## src/rtl/stack_pkg.sv

```systemverilog
// Shared types and helpers for the 65C02 stack sequencer.
package stack_pkg;

  // Stack operation offered by instruction decode. Bit 2 marks a pull.
  typedef enum logic [2:0] {
    PUSH1 = 3'd0,
    PUSH2 = 3'd1,
    PUSH3 = 3'd2,
    PULL1 = 3'd4,
    PULL2 = 3'd5,
    PULL3 = 3'd6
  } stack_op_t;

  typedef enum logic [2:0] {
    IDLE    = 3'd0,
    PRE_INC = 3'd1,
    WRITE   = 3'd2,
    READ    = 3'd3,
    FINISH  = 3'd4
  } stk_state_t;

  // The 6502 family hardwires the stack to page 1.
  localparam logic [7:0] STACK_PAGE = 8'h01;

  // Byte count of an operation; unused encodings behave as single-byte ops.
  function automatic logic [1:0] op_len(input stack_op_t op);
    case (op)
      PUSH2, PULL2: op_len = 2'd2;
      PUSH3, PULL3: op_len = 2'd3;
      default:      op_len = 2'd1;
    endcase
  endfunction

  function automatic logic op_is_pull(input stack_op_t op);
    op_is_pull = op[2];
  endfunction

endpackage

```

## src/rtl/stack_sequencer.sv

```systemverilog
// Multi-byte stack push/pull sequencer for the 65C02 core.
// Optional feature: define STACK_WRAP_DETECT_EN to build the sticky
// stack_wrap detector; otherwise stack_wrap is tied low.
//
// Handshake: an operation is accepted on a rising edge where
// req_valid && req_ready. req_ready is high only in IDLE, so at most one
// operation is in flight; req_op and push_data are sampled on that edge only.
module stack_sequencer
  import stack_pkg::*;
(
  input  logic        fclk,
  input  logic        resb,
  input  logic        req_valid,
  output logic        req_ready,
  input  logic [2:0]  req_op,
  input  logic [23:0] push_data,
  input  logic [7:0]  sp_in,
  output logic        sp_increment,
  output logic        sp_decrement,
  output logic [15:0] mem_addr,
  output logic        mem_we,
  output logic        mem_re,
  output logic [7:0]  mem_wdata,
  input  logic [7:0]  mem_rdata,
  input  logic        mem_rdy,
  output logic [23:0] pull_data,
  output logic        done,
  output logic        busy,
  output logic        stack_wrap
);

  stk_state_t  state_q;
  logic [1:0]  rem_q;    // bytes still to transfer
  logic [1:0]  idx_q;    // pull byte slot being filled
  logic [23:0] wdata_q;  // push bytes; the current byte sits in [7:0]
  logic [23:0] pull_q;
  stack_op_t   req_op_e;
  logic        last_byte;
  logic        access;

  assign req_op_e  = stack_op_t'(req_op);
  assign last_byte = (rem_q == 2'd1);
  assign access    = (state_q == WRITE) || (state_q == READ);

  // Sequencer FSM with byte counter, push shifter and pull capture.
  always_ff @(posedge fclk or negedge resb) begin
    if (!resb) begin
      state_q <= IDLE;
      rem_q   <= 2'd0;
      idx_q   <= 2'd0;
      wdata_q <= 24'h0;
      pull_q  <= 24'h0;
    end else begin
      case (state_q)
        IDLE: begin
          if (req_valid) begin
            rem_q <= op_len(req_op_e);
            idx_q <= 2'd0;
            if (op_is_pull(req_op_e)) begin
              pull_q  <= 24'h0;
              state_q <= PRE_INC;
            end else begin
              wdata_q <= push_data;
              state_q <= WRITE;
            end
          end
        end
        PRE_INC: state_q <= READ;
        WRITE: begin
          if (mem_rdy) begin
            wdata_q <= {8'h00, wdata_q[23:8]};
            rem_q   <= rem_q - 2'd1;
            if (last_byte) state_q <= FINISH;
          end
        end
        READ: begin
          if (mem_rdy) begin
            case (idx_q)
              2'd0:    pull_q[7:0]   <= mem_rdata;
              2'd1:    pull_q[15:8]  <= mem_rdata;
              default: pull_q[23:16] <= mem_rdata;
            endcase
            idx_q <= idx_q + 2'd1;
            rem_q <= rem_q - 2'd1;
            if (last_byte) state_q <= FINISH;
          end
        end
        FINISH:  state_q <= IDLE;
        default: state_q <= IDLE;
      endcase
    end
  end

  // Outputs decode registered state; mem_rdy only gates the SP strobes so a
  // stalled access never moves SP.
  assign req_ready    = (state_q == IDLE);
  assign busy         = (state_q != IDLE);
  assign done         = (state_q == FINISH);
  assign mem_we       = (state_q == WRITE);
  assign mem_re       = (state_q == READ);
  assign mem_addr     = access ? {STACK_PAGE, sp_in} : 16'h0000;
  assign mem_wdata    = mem_we ? wdata_q[7:0] : 8'h00;
  assign sp_decrement = mem_we && mem_rdy;
  assign sp_increment = (state_q == PRE_INC) || (mem_re && mem_rdy && !last_byte);
  assign pull_data    = pull_q;

`ifdef STACK_WRAP_DETECT_EN
  logic wrap_q;

  // Sticky flag: a write at SP=00 or an increment from SP=FF wraps the page.
  always_ff @(posedge fclk or negedge resb) begin
    if (!resb) begin
      wrap_q <= 1'b0;
    end else if ((mem_we && (sp_in == 8'h00)) || (sp_increment && (sp_in == 8'hFF))) begin
      wrap_q <= 1'b1;
    end
  end

  assign stack_wrap = wrap_q;
`else
  assign stack_wrap = 1'b0;
`endif

endmodule

```

## config.mk

```make
export PLATFORM = sky130hd
export DESIGN_NAME = stack_sequencer
export DESIGN_NICKNAME = d
export VERILOG_FILES = /design/src/rtl/stack_pkg.sv /design/src/rtl/stack_sequencer.sv
export SDC_FILE = /design/constraint.sdc
export NUM_CORES = 1
export LEC_CHECK = 0
export ABC_CLOCK_PERIOD_IN_PS = 5050
export BUFFER_PORTS_ARGS = -buffer_cell sky130_fd_sc_hd__buf_2
export CORE_MARGIN = 3
export CORE_UTILIZATION = 40
export DETAILED_ROUTE_END_ITERATION = 8
export GPL_TIMING_DRIVEN = 0
export PLACE_DENSITY = 0.79
export SLEW_MARGIN = 0
export SYNTH_ARGS = -nofsm -noshare
export SYNTH_HDL_FRONTEND = slang
export SYNTH_SLANG_ARGS = --single-unit
```

## constraint.sdc

```tcl
create_clock -name fclk -period 5.05 [get_ports fclk]
set_input_delay 0.505 -clock fclk [delete_from_list [all_inputs] [get_ports fclk]]
set_output_delay 0.505 -clock fclk [all_outputs]
set_load 0.02 [all_outputs]
```

==> impl_metrics.env <==
export IMPL_numPortBuffers=94
export IMPL_critical_path_class="reg -> out"
export IMPL_grt_use_met2_pct=25.5
export IMPL_synth_seq_cells=55
export IMPL_synthFlopType="dfrtp_1"
export IMPL_synthMostInstantiatedCell="dfrtp_1"
export IMPL_finalSetupViolations=0
export IMPL_dieArea_sq_um=7650
export IMPL_drc_errors=0
export IMPL_hold_viol_final=0
export IMPL_via_count=2050
export IMPL_start_kind="register"
export IMPL_finalClockSkew_ps=14.8
export IMPL_antenna_left=0
export IMPL_finish_utilization_pct=53.0
export IMPL_irDropWorstVdd_mv=0.239
export IMPL_avgViaCountPerCell=5.14
export IMPL_drv_cap=0
export IMPL_antenna_found_initial=0
export IMPL_hold_class="in -> reg"
export IMPL_first_pass_iters=4
export IMPL_max_freq_mhz=369
export IMPL_grt_pass1_vias=1994
export IMPL_drtIter0Drc=106
export IMPL_top_usage_layer="met2"
export IMPL_pin_count=103
export IMPL_syn_area_per_cell_sq_um=12.5
export IMPL_netlist_top_cells_area="dfrtp_1 (52%), mux2_2 (14%), a22o_1 (11%), and2_1 (4.7%), buf_4 (2.5%)"
export IMPL_insertion_delay_ps=310
export IMPL_crit_path_end_kind="primary output"
export IMPL_syn_area_sq_um=2660
export IMPL_post_cts_buffers=0
export IMPL_yosysTopAreaCell="dfrtp_1"
export IMPL_yosys_warnings=0
export IMPL_arrival_ps=2210
export IMPL_whs_ps=418
export IMPL_use_met1_pct=22.2
export IMPL_rsz0062_at_grt="false"
export IMPL_grt_met3_usage_pct=3.22
export IMPL_core_area_sq_um=6390
export IMPL_required_ps=4550
export IMPL_dpl_hpwl_um=4500
export IMPL_clk_pin_slew_ps=110
export IMPL_synth_top_area_share_pct=51.8
export IMPL_min_period_ps=2710
export IMPL_period_share_pct=53.7
export IMPL_cp_max_fo=10
export IMPL_h_tree_depth=2
export IMPL_cts_root_buf="clkbuf_8"
export IMPL_fin_tns_setup_ps=0
export IMPL_die_x_um=87.5
export IMPL_finalMaxSlewViolations=0
export IMPL_syn_inst=213
export IMPL_cts_buffer_depth=2
export IMPL_yosysUniqueCellTypes=38
export IMPL_grt_max_degree=56
export IMPL_grt_use_total_pct=16.2
export IMPL_p_leak_nw=1.77
export IMPL_powerDensity_nw_per_um2=625
export IMPL_cts_tree="built"
export IMPL_gp_congestion=0.781
export IMPL_rows=29
export IMPL_cts_made_buffers=5
export IMPL_synth_seq_area_share_pct=51.8
export IMPL_synthTopCellsByCount="dfrtp_1 (55), a22o_1 (32), mux2_2 (32)"
export IMPL_wire_per_inst_um=15.3
export IMPL_overflow=0
export IMPL_fp_dieH_um=87.5
export IMPL_synth_edf_count=0
export IMPL_cts_hold_buf=0
export IMPL_rrSetupSlack_ps=2760
export IMPL_worst_pin_slew_ps=1190
export IMPL_nNetsFinal=371
export IMPL_syn2layout_area_growth_pct=27.5
export IMPL_start_util_pct=41.6
export IMPL_drt_wl_total_um=6120
export IMPL_diodes=0
export IMPL_postSynth_asyncResetShare_pct=100
export IMPL_cts_resized=0
export IMPL_cts_num_sinks=55
export IMPL_grt_pass1_wl_um=9710
export IMPL_drive_gt1_share_pct=47.5
export IMPL_slew_headroom_pct=20.8
export IMPL_outcome="complete, no violations"
## routing by layer
layer / vias up / wire length, um
met5: - / 0
met4: 0 / 102
met3: 8 / 267
met2: 59 / 3070
met1: 1005 / 2680
li1: 978 / -
## sequential cells by signal, indices dropped and copies added, names as in the netlist
name       flops
pull_data     24
wdata_q       24
state_q        3
idx_q          2
rem_q          2
## stage by stage
step	power, mW	setup slack (ps)	std cells	instance area, sq um
after floorplan	1.47	2920	220	2680
after global placement	1.76	2720	391	3250
after detailed placement	1.79	2720	391	3250
after CTS	2.13	2350	399	3390
after global routing	2.26	2180	399	3390
final	2.12	2340	399	3390
## critical path, stage by stage (launching register included)
cell      delay (ps)
dfrtp_1          380
clkbuf_1         180
nor3b_2          550
clkbuf_1         420
and2_1           200
buf_2            170
## cell families (layout without fill, tap and decap cells)
family	count (synthesis)	count (layout)	share of synthesized area, %
AOI/OAI and AO/OA	50	50	16.1
xor gates and xnor gates	1	1	0.330
adders and majority gates	3	3	1.41
buffers and inverters	29	131	5.89
DFF	55	55	51.8
muxes	34	34	14.3
other	1	8	0.141
and+or+nand+nor	40	40	9.99
## path summary, 6_finish.rpt
path                                    start  cells past startpoint           end
worst max-delay path               state_q[0]                      5  mem_wdata[2]
worst min-delay path            push_data[20]                      2   wdata_q[20]
worst max register to register     state_q[0]                      5   wdata_q[15]
worst min register to register     wdata_q[2]                      1    wdata_q[2]
max in group asynchronous                resb                      1  pull_data[4]
min in group asynchronous                resb                      1   wdata_q[23]
## where the power goes
part           internal (mW)  switching, mW
combinational          0.479          0.583
sequential             0.619         0.0958
clock                  0.198          0.143
## layout by cell type, fill, tap and decap left out, types with 2 or more instances in the layout
| cell type | instances |
|---|---|
| buf_2 | 96 |
| dfrtp_1 | 55 |
| a22o_1 | 32 |
| mux2_2 | 32 |
| and2_1 | 20 |
| inv_1 | 9 |
| buf_4 | 9 |
| conb_1 | 8 |
| clkbuf_8 | 5 |
| clkbuf_1 | 4 |
| buf_1 | 4 |
| nor3_1 | 3 |
| and3_1 | 3 |
| o221ai_1 | 3 |
| a21oi_1 | 3 |
| ha_1 | 3 |
| nand2b_1 | 2 |
| nor2_1 | 2 |
| nand2_1 | 2 |
| a311oi_1 | 2 |
| or3b_2 | 2 |
| a211oi_1 | 2 |
| mux2i_1 | 2 |
| bufinv_16 | 2 |
## area by class of cell
cell class                 count  area, sq um
buffer                        20          123
clock buffer                   5         68.8
clock inverter                 3         67.6
fill                         561         3000
inverter                       9         33.8
multi-input combinational    136         1150
sequential                    55         1380
tap                           77         96.3
timing repair buffer          94          470
(Power assumes the default switching activity.)
